==> config.mk <==
export PLATFORM = sky130hd
export DESIGN_NAME = serial_byte_tx
export DESIGN_NICKNAME = d
export VERILOG_FILES = /design/src/rtl/serial_tx_pkg.sv /design/src/rtl/tick_gen.sv /design/src/rtl/serial_byte_tx.sv
export SDC_FILE = /design/constraint.sdc
export NUM_CORES = 1
export LEC_CHECK = 0
export BUFFER_PORTS_ARGS = -buffer_cell sky130_fd_sc_hd__buf_2
export CAP_MARGIN = 10
export CORE_MARGIN = 4
export CORE_UTILIZATION = 50
export CTS_CLUSTER_SIZE = 8
export DETAILED_ROUTE_END_ITERATION = 7
export PLACE_DENSITY = 0.65
export SYNTH_ARGS = -nofsm -noshare
export SYNTH_HDL_FRONTEND = slang
export SYNTH_HIERARCHICAL = 1
export SYNTH_SLANG_ARGS = --single-unit
==> constraint.sdc <==
create_clock -name clk -period 3.65 [get_ports clk]
set_clock_uncertainty 0.05 [all_clocks]
set_input_delay 0.5475 -clock clk [delete_from_list [all_inputs] [get_ports clk]]
set_output_delay 0.5475 -clock clk [all_outputs]
set_load 0.005 [all_outputs]
==> src/rtl/serial_tx_pkg.sv <==
// Shared types and line levels for the serial byte transmitter.
package serial_tx_pkg;

    typedef enum logic [2:0] {
        IDLE,
        START,
        DATA,
        STOP,
        PARITY
    } tx_state_t;

    localparam logic IDLE_LEVEL  = 1'b1;
    localparam logic START_LEVEL = 1'b0;
    localparam logic STOP_LEVEL  = 1'b1;

endpackage

==> src/rtl/tick_gen.sv <==
// Free-running divider: single-cycle tick when the counter is all-ones,
// msb is the divider heartbeat.
module tick_gen #(
    parameter int DIV_BITS = 24
) (
    input  logic clk,
    input  logic rst_n,
    output logic tick,
    output logic msb
);

    logic [DIV_BITS-1:0] cntr_q;

    always_ff @(posedge clk or negedge rst_n) begin
        if (!rst_n) cntr_q <= '0;
        else        cntr_q <= cntr_q + 1'b1;
    end

    assign tick = &cntr_q;
    assign msb  = cntr_q[DIV_BITS-1];

endmodule

==> src/rtl/serial_byte_tx.sv <==
// Parallel-to-serial byte transmitter: start, LSB-first data, stop, one bit per tick.
// Build with SERIAL_TX_PARITY_EN to insert an even-parity bit before the stop bit.
module serial_byte_tx
    import serial_tx_pkg::*;
#(
    parameter int DIV_BITS = 24,
    parameter int DATA_W   = 8
) (
    input  logic              clk,
    input  logic              rst_n,
    input  logic [DATA_W-1:0] D,
    input  logic              load_n,
    output logic              tx,
    output logic              busy,
    output logic [DATA_W-1:0] led,
    output logic              clk_alert
);

    localparam int IDX_W = (DATA_W > 1) ? $clog2(DATA_W) : 1;

    logic              tick;
    logic              sync1_q, sync2_q, req;
    tx_state_t         state_q, state_d;
    logic [DATA_W-1:0] shreg_q, shreg_d;
    logic [DATA_W-1:0] led_q, led_d;
    logic [IDX_W-1:0]  idx_q, idx_d;
    logic              tx_q, tx_d;
    logic              busy_q, busy_d;
`ifdef SERIAL_TX_PARITY_EN
    logic              par_q, par_d;
`endif

    tick_gen #(.DIV_BITS(DIV_BITS)) u_tick (
        .clk   (clk),
        .rst_n (rst_n),
        .tick  (tick),
        .msb   (clk_alert)
    );

    // Synchronizer idles at 1 so reset never looks like a request.
    always_ff @(posedge clk or negedge rst_n) begin
        if (!rst_n) begin
            sync1_q <= 1'b1;
            sync2_q <= 1'b1;
        end else begin
            sync1_q <= load_n;
            sync2_q <= sync1_q;
        end
    end

    assign req = !sync2_q;

    always_ff @(posedge clk or negedge rst_n) begin
        if (!rst_n) begin
            state_q <= IDLE;
            shreg_q <= '0;
            led_q   <= '0;
            idx_q   <= '0;
            tx_q    <= IDLE_LEVEL;
            busy_q  <= 1'b0;
`ifdef SERIAL_TX_PARITY_EN
            par_q   <= 1'b0;
`endif
        end else begin
            state_q <= state_d;
            shreg_q <= shreg_d;
            led_q   <= led_d;
            idx_q   <= idx_d;
            tx_q    <= tx_d;
            busy_q  <= busy_d;
`ifdef SERIAL_TX_PARITY_EN
            par_q   <= par_d;
`endif
        end
    end

    always_comb begin
        state_d = state_q;
        shreg_d = shreg_q;
        led_d   = led_q;
        idx_d   = idx_q;
        tx_d    = tx_q;
        busy_d  = busy_q;
`ifdef SERIAL_TX_PARITY_EN
        par_d   = par_q;
`endif
        if (tick) begin
            case (state_q)
                IDLE: begin
                    tx_d = IDLE_LEVEL;
                    if (req) begin
                        shreg_d = D;
                        led_d   = D;
                        tx_d    = START_LEVEL;
                        busy_d  = 1'b1;
                        idx_d   = '0;
                        state_d = START;
`ifdef SERIAL_TX_PARITY_EN
                        par_d   = ^D;
`endif
                    end
                end
                START: begin
                    tx_d    = shreg_q[0];
                    shreg_d = shreg_q >> 1;
                    state_d = DATA;
                end
                DATA: begin
                    if (idx_q == IDX_W'(DATA_W - 1)) begin
`ifdef SERIAL_TX_PARITY_EN
                        tx_d    = par_q;
                        state_d = PARITY;
`else
                        tx_d    = STOP_LEVEL;
                        state_d = STOP;
`endif
                    end else begin
                        tx_d    = shreg_q[0];
                        shreg_d = shreg_q >> 1;
                        idx_d   = idx_q + IDX_W'(1);
                    end
                end
`ifdef SERIAL_TX_PARITY_EN
                PARITY: begin
                    tx_d    = STOP_LEVEL;
                    state_d = STOP;
                end
`endif
                STOP: begin
                    busy_d  = 1'b0;
                    state_d = IDLE;
                end
                default: begin
                    tx_d    = IDLE_LEVEL;
                    busy_d  = 1'b0;
                    state_d = IDLE;
                end
            endcase
        end
    end

    assign tx   = tx_q;
    assign busy = busy_q;
    assign led  = led_q;

endmodule

# --- After elaboration in Yosys (flattened, before gate mapping) ---
# Cells that the tools add are included.
word_totals:
  register_bits: 50
  input_bits: 11
  out_inout_bits: 11
classes:
  eq_ne: 7
  muxes: 14
  bitwise: 3
  addsub: 2
  reduce_logical: 10
op_table:
  columns: ["op", "count"]
  rows:
  - ["26-bit AND reduction", 3]
  - ["27-bit AND reduction", 2]
  - ["25-bit AND reduction", 1]
  - ["24-bit by 1-bit adder with 24-bit output, second input constant", 1]
  - ["8-bit one-hot mux with 3 select lines", 1]
  - ["8-bit two-way mux", 2]
  - ["3-bit two-way mux", 4]
  - ["3-bit one-hot mux with 3 select lines", 1]
  - ["3-bit by 2-bit equality test with 1-bit output, second input constant", 2]
  - ["2-bit inequality test, second input constant", 3]
  - ["3-bit one-hot mux with 2 select lines", 1]
  - ["1-bit one-hot mux with 4 select lines", 1]
  - ["3-bit by 1-bit adder with 3-bit output, second input constant", 1]
  - ["3-bit by 1-bit equality test with 1-bit output, second input constant", 1]
  - ["3-bit equality test, second input constant", 1]
  - ["3-bit zero test", 1]
  - ["1-bit two-way mux", 3]
  - ["1-bit inverter", 3]
  - ["3-bit nonzero test", 1]
  - ["1-bit one-hot mux with 2 select lines", 1]
  - ["2-bit nonzero test", 1]
  - ["2-bit OR reduction", 1]

# --- Logic depth before layout (Yosys ltp) ---
depth:
  ltp_word: 4
  ltp_mapped: 8

# --- Hierarchy ---
# Netlist, hierarchy kept.
by_module_without_submodules:
  columns: ["module", "instances", "area_per_inst_um2", "cells_per_inst"]
  rows:
  - ["serial_byte_tx", 1, 1218.7, 90]
  - ["tick_gen", 1, 1079.8, 91]

# --- Least setup slack after synthesis ---
# No wires, ideal clock.
synth_path:
  path_kind: "flip-flop to flip-flop"
  start: "register u_tick.cntr_q[0]"
  end: "register state_q[1]"
  path_stages_with_launch: 9
  arrival_time_ns: 2.088
  slack_ns: 1.387
  t_required_ns: 3.475
  path_cell_list: "dfrtp_1 -> ha_1 -> nand4_1 -> nor3_4 -> and4_1 -> buf_2 -> a21bo_2 -> a21oi_1 -> mux2_2"
synth_via:
  elab_chain_cells: 1
synth_rtl:
  columns: ["element", "line", "source"]
  rows:
  - ["start: declaration", "tick_gen.sv:12", "logic [DIV_BITS-1:0] cntr_q;"]
  - ["start signal: assignment", "tick_gen.sv:16", "else cntr_q <= cntr_q + 1'b1;"]
  - ["26-bit AND reduction (no source line)", null, null]
  - ["end signal: assignment", "serial_byte_tx.sv:65", "state_q <= state_d;"]
  - ["end: declaration", "serial_byte_tx.sv:23", "tx_state_t state_q, state_d;"]
# Every way passes these cells.
# A chain may end at the register's enable or synchronous reset.

# --- Worst setup path after layout ---
# Same ends and word-level chain as after synthesis.

==> run_results.csv <==
group,metric,value,unit
place,place_congestion,0.8035,
pwr,worst_ir_drop_vdd,204.8,uV
final_layout,nets,224,
timing,finalMaxSlewViolations,0,
clock_tree,cts_resized,0,
drt,vias_per_cell,5.523,
grt,grt-ovfl-total,0,
die,die_area,5746,sq um
drt,drtAntennaViolNets,0,
grt,grt_use_total,14.67,%
place,portBuffers,21,
drt,drt_pass1_iterations,5,
grt,grt_pass1_vias,1417,
synthesis,async_reset_ff_share,100.0,%
drt,drc_errors,0,
grt,grt_first_pass_wirelength,6306,um
min_path,holdCritPathClass,"input pin to flop",
final_layout,fin_cells,258,
grt,grt_max_degree,50,
synthesis,syn-cell-area,2298,sq um
worst_setup_path,setup.worst_path.start_class,"flop",
final_layout,area_growth,10.51,%
job,maxCapViolCount,0,
clock_tree,clock-sinks,49,
clock_tree,clock_latency,0.31,ns
synthesis,yosys_warnings,6,
clock_tree,clockBufferDepth,2,
clock_tree,postCtsSetupBuffers,0,
pwr,p_leak,1.204,nW
final_layout,layout_common_cells,"dfrtp_1 (46), mux2_2 (24), buf_2 (21)",
worst_setup_path,crit_required,3.80,ns
die,fp.dieH,75.80,um
final_layout,drive_gt1_share,30.58,%
pwr,power_density,367.1,nW/um^2
timing,tightest_slew,1.052,ns
worst_setup_path,crit_arrival,2.73,ns
synthesis,syn_nets,200,
drt,wire_per_inst,14.50,um
timing,rsz0062_at_grt,"false",
synthesis,synth_area_per_cell,12.70,sq um
timing,slew_headroom,29.87,%
die,rows,24,
timing,hold_viol_final,0,
final_layout,fillCellCount,358,
timing,fmax,388.0,MHz
clock_tree,cts_tree,"done",
place,dp_hpwl,2751,um
drt,vias,1425,
timing,setup_violations,0,
timing,min_period_over_period,70.62,%
die,ioPinCount,22,
clock_tree,cts.clk_slew.worst_paths,0.10,ns
timing,fin_crit,2.577,ns
worst_setup_path,path_class,"flop to flop",
clock_tree,root_buffer,"clkbuf_8",
worst_setup_path,endpoint_kind,"flop",
timing,setup_slack,1.073,ns
die,core_area,4414,sq um
die,start_util,52.07,%
synthesis,synth_cell_types,33,
drt,wirelength,3741,um
place,place_inst,250,
synthesis,synth_cells,181,
final_layout,antennaDiodeCount,0,
synthesis,ys_ff_latch,49,
die,die_w,75.80,um
final_layout,final_common_cell,"dfrtp_1",
clock_tree,numCtsBuffers,5,
synthesis,synth-edff-count,0,
timing,setup_tns,0,ns
synthesis,seq_area_frac_synth,53.51,%
pwr,power,0.9323,mW
synthesis,ys.flop_type,"dfrtp_1",
place,dp_slack,1.060,ns
drt,drt_iter0_markers,65,
worst_setup_path,cp_max_fo,9,
status,run_status,"finished clean",
clock_tree,htreeDepth,2,
clock_tree,postCtsHoldBufs,0,
timing,hold_ws,0.2977,ns
grt,antenna_found_initial,0,
==> report_power, final <==
group | switching (mW) | internal (mW)
Sequential | 0.00505 | 0.554
Clock | 0.195 | 0.143
Combinational | 0.0187 | 0.0171
Total | 0.218 | 0.714
==> flip-flops by register name, indices dropped and copies added, names as in the netlist <==
name,count
u_tick/cntr_q,24
led,8
shreg_q,8
idx_q,3
state_q,2
busy,1
sync1_q,1
sync2_q,1
tx,1
==> layout make-up <==
cell class	instances	area [sq um]	area share [%]
Sequential cell	49	1230	48.42
Multi-Input combinational cell	119	1008	39.70
Timing Repair Buffer	21	105.1	4.138
Clock buffer	5	68.82	2.709
Tap cell	52	65.06	2.562
Inverter	9	33.78	1.330
Clock inverter	3	28.78	1.133
==> stage by stage <==
step,utilization (%),instance area [sq um]
5_1_grt,57.54,2540
3_3_place_gp,55.33,2442
3_5_place_dp,55.33,2442
6_report,57.54,2540
4_1_cts,57.54,2540
2_1_floorplan,-,2298
==> metal layers <==
layer	share of wire, %	GRT usage, %
met2	51	23.76
met4	1.3	6.019
met5	0	0
met1	44	18.12
met3	4.0	4.617
==> critical path, cell delays in order, from the launching register on <==
cell	delay (ns)
dfrtp_1	0.42
ha_1	0.24
nand4_1	0.20
nor3_4	0.31
and4_1	0.48
a21bo_2	0.30
a21oi_1	0.14
mux2_2	0.34
==> synthesized netlist by cell type, types with 2 or more instances <==
library cell / number / area, sq um
dfrtp_1: 46 / 1151
mux2_2: 24 / 270.3
xnor2_1: 17 / 148.9
nand3_1: 14 / 70.07
inv_1: 9 / 33.78
nand4_1: 9 / 56.30
ha_1: 8 / 100.1
and3_1: 6 / 37.54
nand2_1: 6 / 22.52
o21ai_0: 6 / 30.03
xor2_1: 5 / 43.79
nor2_1: 4 / 15.01
buf_2: 3 / 15.01
dfstp_2: 3 / 78.83
a21oi_1: 2 / 10.01
and2_1: 2 / 12.51
==> cell families after synthesis <==
logic type / Yosys count / synth area share (%)
buf+inv: 13 / 2.613
flops: 49 / 53.51
xor+xnor: 22 / 8.383
mux: 24 / 11.76
fa+ha+maj: 8 / 4.355
compound gates: 14 / 4.519
simple gates: 51 / 14.86
==> worst paths after layout <==
check / startpoint / endpoint / slack [ns] / depth (start not counted)
worst max-delay path: u_tick/cntr_q[0] / state_q[1] / 1.07 / 7
worst max register to register: u_tick/cntr_q[0] / state_q[1] / 1.07 / 7
max in group asynchronous: rst_n / u_tick/cntr_q[23] / 2.54 / 1
min in group asynchronous: rst_n / shreg_q[7] / 0.37 / 1
worst min-delay path: load_n / sync1_q / 0.30 / 1
worst min register to register: sync1_q / sync2_q / 0.32 / 0
No activity file was read; power rests on OpenSTA's default activity.
